[src/rtl/conv_stream_if.sv]
// Stream-side and core-side signal bundle for the CONV_GAUSS sequencer.
// The slave modport is the controller's view and the master modport is the surrounding fabric's view.
interface conv_stream_if #(
    parameter int DATA_WIDTH = 64
);
    logic                  s_tvalid;
    logic                  s_tready;
    logic [DATA_WIDTH-1:0] s_tdata;
    logic                  s_tlast;
    logic                  conv_stall;
    logic [DATA_WIDTH-1:0] conv_in;
    logic [DATA_WIDTH-1:0] conv_out;
    logic                  m_tvalid;
    logic                  m_tready;
    logic [DATA_WIDTH-1:0] m_tdata;
    logic                  m_tlast;

    modport slave (
        input  s_tvalid, s_tdata, s_tlast, conv_out, m_tready,
        output s_tready, conv_stall, conv_in, m_tvalid, m_tdata, m_tlast
    );

    modport master (
        output s_tvalid, s_tdata, s_tlast, conv_out, m_tready,
        input  s_tready, conv_stall, conv_in, m_tvalid, m_tdata, m_tlast
    );
endinterface

[src/rtl/conv_stream_ctrl.sv]
// AXI-Stream sequencer for the CONV_GAUSS core.
// It masks the pipeline fill, zero-pads the drain, and frames the output stream.
module conv_stream_ctrl #(
    parameter int PIXELS_PER_BEAT = 8,
    parameter int IMAGE_DIM       = 64,
    parameter int PIPE_LAT        = 18,
    parameter int DATA_WIDTH      = 8 * PIXELS_PER_BEAT,
    parameter int BEATS_PER_FRAME = IMAGE_DIM * IMAGE_DIM / PIXELS_PER_BEAT
) (
    input  logic          clk,
    input  logic          aresetn,
    conv_stream_if.slave  io,
    output logic          busy,
    output logic          frame_err
);
    localparam int CW = $clog2(BEATS_PER_FRAME);
    localparam int AW = $clog2(PIPE_LAT + 1);
    localparam logic [CW-1:0] LAST_IDX = CW'(BEATS_PER_FRAME - 1);
    localparam logic [CW:0]   BPF_W    = (CW + 1)'(BEATS_PER_FRAME);
    localparam logic [AW-1:0] LAT_W    = AW'(PIPE_LAT);

    typedef enum logic [1:0] {IDLE, FILL, RUN, FLUSH} state_e;

    state_e        state_q, state_d;
    logic [CW-1:0] in_cnt_q, in_cnt_d;
    logic [CW-1:0] out_cnt_q, out_cnt_d;
    logic [AW-1:0] adv_cnt_q, adv_cnt_d;
    logic          m_tvalid_q, m_tvalid_d;
    logic          frame_err_q, frame_err_d;

    logic          out_ok;
    logic          in_phase;
    logic          s_rdy;
    logic          accept;
    logic          advance;
    logic          hshk;
    logic          last_in;
    logic          last_out;
    logic          end_in;
    logic [CW:0]   emitted;
    logic          flush_more;

    assign out_ok   = ~m_tvalid_q | io.m_tready;
    assign in_phase = (state_q != FLUSH);
    assign s_rdy    = aresetn & in_phase & out_ok;
    assign accept   = io.s_tvalid & s_rdy;
    assign hshk     = m_tvalid_q & io.m_tready;
    assign last_in  = (in_cnt_q == LAST_IDX);
    assign last_out = (out_cnt_q == LAST_IDX);
    assign end_in   = accept & (io.s_tlast | last_in);

    // Once the core is primed, each drain advance yields one more beat; stop at a full frame.
    assign emitted    = {1'b0, out_cnt_q} + (CW + 1)'(m_tvalid_q);
    assign flush_more = (emitted < BPF_W);
    assign advance    = in_phase ? accept : (out_ok & flush_more);

    assign io.s_tready   = s_rdy;
    assign io.conv_stall = ~advance;
    assign io.conv_in    = in_phase ? io.s_tdata : '0;
    assign io.m_tvalid   = m_tvalid_q;
    assign io.m_tdata    = io.conv_out;
    assign io.m_tlast    = m_tvalid_q & last_out;
    assign busy          = (state_q != IDLE);
    assign frame_err     = frame_err_q;

    always_comb begin
        state_d     = state_q;
        in_cnt_d    = in_cnt_q;
        out_cnt_d   = out_cnt_q;
        adv_cnt_d   = adv_cnt_q;
        m_tvalid_d  = m_tvalid_q;
        frame_err_d = 1'b0;

        if (accept) begin
            in_cnt_d    = in_cnt_q + CW'(1);
            frame_err_d = io.s_tlast ^ last_in;
        end
        if (advance && adv_cnt_q != LAT_W) begin
            adv_cnt_d = adv_cnt_q + AW'(1);
        end
        if (advance && adv_cnt_q == LAT_W) begin
            m_tvalid_d = 1'b1;
        end else if (hshk) begin
            m_tvalid_d = 1'b0;
        end
        if (hshk) begin
            out_cnt_d = out_cnt_q + CW'(1);
        end

        unique case (state_q)
            IDLE: begin
                if (end_in)      state_d = FLUSH;
                else if (accept) state_d = FILL;
            end
            FILL: begin
                if (end_in)                  state_d = FLUSH;
                else if (adv_cnt_q == LAT_W) state_d = RUN;
            end
            RUN: begin
                if (end_in) state_d = FLUSH;
            end
            FLUSH: begin
                if (hshk && last_out) begin
                    state_d   = IDLE;
                    in_cnt_d  = '0;
                    out_cnt_d = '0;
                    adv_cnt_d = '0;
                end
            end
        endcase
    end

    always_ff @(posedge clk or negedge aresetn) begin
        if (!aresetn) begin
            state_q     <= IDLE;
            in_cnt_q    <= '0;
            out_cnt_q   <= '0;
            adv_cnt_q   <= '0;
            m_tvalid_q  <= 1'b0;
            frame_err_q <= 1'b0;
        end else begin
            state_q     <= state_d;
            in_cnt_q    <= in_cnt_d;
            out_cnt_q   <= out_cnt_d;
            adv_cnt_q   <= adv_cnt_d;
            m_tvalid_q  <= m_tvalid_d;
            frame_err_q <= frame_err_d;
        end
    end
endmodule

[src/flat_wrapper.sv]
// flat-port wrapper written by rule: the top's interface ports become plain ports
module conv_stream_ctrl_flat 
#(
    parameter int PIXELS_PER_BEAT = 8,
    parameter int IMAGE_DIM       = 64,
    parameter int PIPE_LAT        = 18,
    parameter int DATA_WIDTH      = 8 * PIXELS_PER_BEAT,
    parameter int BEATS_PER_FRAME = IMAGE_DIM * IMAGE_DIM / PIXELS_PER_BEAT
)
  (clk, aresetn, busy, frame_err, io_s_tvalid, io_s_tdata, io_s_tlast, io_conv_out, io_m_tready, io_s_tready, io_conv_stall, io_conv_in, io_m_tvalid, io_m_tdata, io_m_tlast);
  conv_stream_if #(.DATA_WIDTH(DATA_WIDTH)) io_i ();
  input  logic clk;
  input  logic aresetn;
  output logic busy;
  output logic frame_err;
  input wire logic [$bits(io_i.s_tvalid)-1:0] io_s_tvalid;
  input wire logic [$bits(io_i.s_tdata)-1:0] io_s_tdata;
  input wire logic [$bits(io_i.s_tlast)-1:0] io_s_tlast;
  input wire logic [$bits(io_i.conv_out)-1:0] io_conv_out;
  input wire logic [$bits(io_i.m_tready)-1:0] io_m_tready;
  output wire logic [$bits(io_i.s_tready)-1:0] io_s_tready;
  output wire logic [$bits(io_i.conv_stall)-1:0] io_conv_stall;
  output wire logic [$bits(io_i.conv_in)-1:0] io_conv_in;
  output wire logic [$bits(io_i.m_tvalid)-1:0] io_m_tvalid;
  output wire logic [$bits(io_i.m_tdata)-1:0] io_m_tdata;
  output wire logic [$bits(io_i.m_tlast)-1:0] io_m_tlast;
  assign io_i.s_tvalid = io_s_tvalid;
  assign io_i.s_tdata = io_s_tdata;
  assign io_i.s_tlast = io_s_tlast;
  assign io_i.conv_out = io_conv_out;
  assign io_i.m_tready = io_m_tready;
  assign io_s_tready = io_i.s_tready;
  assign io_conv_stall = io_i.conv_stall;
  assign io_conv_in = io_i.conv_in;
  assign io_m_tvalid = io_i.m_tvalid;
  assign io_m_tdata = io_i.m_tdata;
  assign io_m_tlast = io_i.m_tlast;
  conv_stream_ctrl #(.PIXELS_PER_BEAT(PIXELS_PER_BEAT), .IMAGE_DIM(IMAGE_DIM), .PIPE_LAT(PIPE_LAT), .DATA_WIDTH(DATA_WIDTH), .BEATS_PER_FRAME(BEATS_PER_FRAME)) u_core (.clk(clk), .aresetn(aresetn), .io(io_i), .busy(busy), .frame_err(frame_err));
endmodule
[config.mk]
export PLATFORM = sky130hd
export DESIGN_NAME = conv_stream_ctrl_flat
export DESIGN_NICKNAME = d
export VERILOG_FILES = /design/src/rtl/conv_stream_if.sv /design/src/rtl/conv_stream_ctrl.sv /design/src/flat_wrapper.sv
export SDC_FILE = /design/constraint.sdc
export NUM_CORES = 1
export LEC_CHECK = 0
export BUFFER_PORTS_ARGS = -buffer_cell sky130_fd_sc_hd__buf_2
export CAP_MARGIN = 10
export CORE_AREA = 5 5 100 102
export DETAILED_ROUTE_END_ITERATION = 8
export DIE_AREA = 0 0 105 107
export PLACE_DENSITY = 0.76
export SLEW_MARGIN = 20
export SYNTH_ARGS = -nofsm -noshare
export SYNTH_HDL_FRONTEND = slang
export SYNTH_SLANG_ARGS = --single-unit
[constraint.sdc]
create_clock -name clk -period 4.8 [get_ports clk]
set_clock_uncertainty 0.1 [all_clocks]
set_input_delay 0.96 -clock clk [delete_from_list [all_inputs] [get_ports clk]]
set_output_delay 0.96 -clock clk [all_outputs]
set_load 0.05 [all_outputs]
==> metrics.txt <==
critical path startpoint=io_m_tready; final core utilization=32.5%; worst-case hold slack=about 0.45 ns; Final period util=between 60% and 70%; setup slack after layout=~1.6 ns; RR Endpoint=u_core.state_q[0]; post-DP HPWL=around 6.0 mm; Cell Int Power=around 690 uW; synth warn=0; fillers=948; first-pass GRT wire length=11.3 mm; clk sink count=27; Longest Clk Path Bufs=2; post-synthesis net count=~460; Vias=approximately 2.3k; Reg area=about 680 sq um; residual DRC count=0; most area-hungry cell type in the Yosys netlist=dfrtp_1; HP Class=reg -> reg; Post-synth EDFFs=0; Iter 0 DRT Violations=123; worst setup path endpoint=io_conv_stall; Synth area leaders=dfrtp_1, buf_4, nor2b_1; Combinational Power Share=73.0%; CP endpoint kind=output pin; slew margin rel.=57.8%; Core Area=approximately 9000 sq um; DRT Pass-1 Iters=4; maximum fanout along the worst path=9; Avg Inst Size Synth=a little over 8 sq um; Rows=35; Max-Cap Viols=0; CP startpoint kind=input pin; Via-to-Cell Ratio=~4.6; Tot GR Track Use=between 10% and 20%; Post-synth top flop=dfrtp_1; Worst VDD drop=384 uV; switching power=about 1.1 mW; Cell Area, Placed=2880 sq um; post-cts sizing count=0; Root Driver=clkbuf_8; vias in the first global route=about 2.3k; sequential share of power=19.7%; reg2reg start=u_core.in_cnt_q[3]; Worst-path clk slew=approximately 0.09 ns; pre-CTS WS=1.64 ns; worst-path cell chain=buf_2 > or2b_2 > nand3_2 > o21a_1 > buf_2; Async SR Flop Fraction=100%; Worst-Margin Slew=0.633 ns; post-route ant nets=0; Die X=roughly 110 microns; Pwr Density=approximately 620 nW/um^2; nets@finish=between 500 and 600; drt wl/cell=14.9 microns; area share of the largest cell type after synthesis=26.4%; H-tree levels=1; Routed WL=approximately 7.3 mm; layout cells sized above 1=between 40% and 50%; Final min period=about 3.2 ns; Congestion Overflow GR=0; Max Slew Vio Count=0; Critical Path Most Common Cell=buf_2; unrepaired setup endpoints after global routing=no; Req. time, crit path=3.74 ns; largest net degree at the start of global routing=between 40 and 50; CP max-delay cell=or2b_2; most common cell in the netlist=nor2b_1; FF+latch count, synth=27; Mapped Area=approximately 2600 sq um; Design Area, Final=a little under 3000 sq um; Inserted Clock Buffers=3; PortBufs=approximately 140; Die Area=approximately 11000 sq um; Post-CTS Setup Inserts=0; latest clock arrival within the worst-skew pair=0.28 ns; initial antenna violation count=0; GPL Wtd Cong=approximately 0.94; switch share=61.9%; reg2reg setup slack=2.41 ns; r2r worst-path depth=9; Worst path max stage delay=0.38 ns; Worst Setup Path Type=in -> out; clock power share=under 10%; # IOs=267; ant diodes=0; top post-synthesis cells by count=nor2b_1, buf_4, dfrtp_1; status=complete, no violations; area used by multi-input combinational logic=~1300 sq um; post-synth cell types=40; WP data arrival=roughly 2.1 ns; starting density of the core=between 20% and 30%; Layout area overhead=14.3%; CTS tree=yes; Fmax=0.315 GHz; Final TNS setup=0 ns; hold bufs inserted after CTS=0; Syn Inst Count=around 310; endpoints failing setup=0; leak pwr=~1.5 nW; die height=approximately 110 microns; Hold Vio Cnt, Final=0; sequential-to-total area share from yosys stat=26.4%
[worst max-delay path, delay by kind of cell]
kind,cells,cell delay [ns]
compound gates,1,0.16
buf+inv,2,0.40
simple gates,2,0.58
[cell families after synthesis]
kind of cell	count (synthesis)	synth area share [%]
AND/OR/NAND/NOR	145	33.2
buffers and inverters	86	22.1
flip-flops	27	26.4
AO/OA/AOI/OAI	26	5.86
adder cells (fa/ha/maj)	12	5.86
multiplexers	10	3.90
XOR/XNOR	8	2.73
[metrics by stage]
| step | total power [mW] | instances |
|---|---|---|
| after detailed placement | 1.69 | 489 |
| after global placement | 1.65 | 489 |
| after global routing | 1.94 | 493 |
| after floorplan | 1.52 | 314 |
| after CTS | 1.83 | 493 |
| final | 1.82 | 493 |
[area by class of cell]
type                            count  area share [%]
Clock inverter                      1           0.256
Sequential cell                    27            23.1
Multi-Input combinational cell    201            45.2
Tap cell                          111            4.74
Clock buffer                        3            1.41
Timing Repair Buffer              140            24.1
Inverter                           10            1.28
[registers in the layout, indices dropped and copies added (netlist names)]
name / cells
u_core.in_cnt_q: 9
u_core.out_cnt_q: 9
u_core.adv_cnt_q: 5
u_core.state_q: 2
u_core.frame_err: 1
u_core.io.m_tvalid: 1
[power by group through the flow]
stage / Combinational [mW] / Sequential (mW) / Clock (mW)
global route: 1.42 / 0.371 / 0.150
finish: 1.33 / 0.358 / 0.133
floorplan: 1.17 / 0.351 / 0
CTS: 1.33 / 0.357 / 0.140
global placement: 1.30 / 0.355 / 0
detailed placement: 1.33 / 0.362 / 0
[metal layers]
metal | global-route usage, % | wire length, microns | up-vias
met3 | 4.09 | 628 | 18
met4 | 4.57 | 146 | 0
met5 | 0 | 0 | -
li1 | - | - | 1092
met2 | 19.3 | 3590 | 96
met1 | 14.8 | 2970 | 1044
[how the worst min path moves through the flow]
stage,slack [ns],startpoint,to,cells past startpoint
after floorplan,0.40,u_core.in_cnt_q[8],u_core.in_cnt_q[8],2
after global placement,0.43,u_core.out_cnt_q[5],u_core.out_cnt_q[5],2
after detailed placement,0.43,u_core.in_cnt_q[8],u_core.in_cnt_q[8],2
after CTS,0.45,u_core.in_cnt_q[8],u_core.in_cnt_q[8],2
after global routing,0.47,u_core.in_cnt_q[8],u_core.in_cnt_q[8],2
final,0.45,u_core.in_cnt_q[8],u_core.in_cnt_q[8],2
[layout by cell type (no fill, tap or decap), types with 4 or more instances in the layout]
master,netlist,routed
a21oi_1,9,9
nand3_1,6,6
o21ai_0,7,7
nor2b_1,65,65
nand2_1,24,24
ha_1,12,11
or3_1,6,6
nor2_1,12,12
dfrtp_1,27,27
inv_1,9,9
nand2b_1,4,4
buf_2,3,138
nand4_1,7,7
xnor2_1,5,5
mux2i_1,10,10
Note: power is estimated with default switching activity, not from simulation.
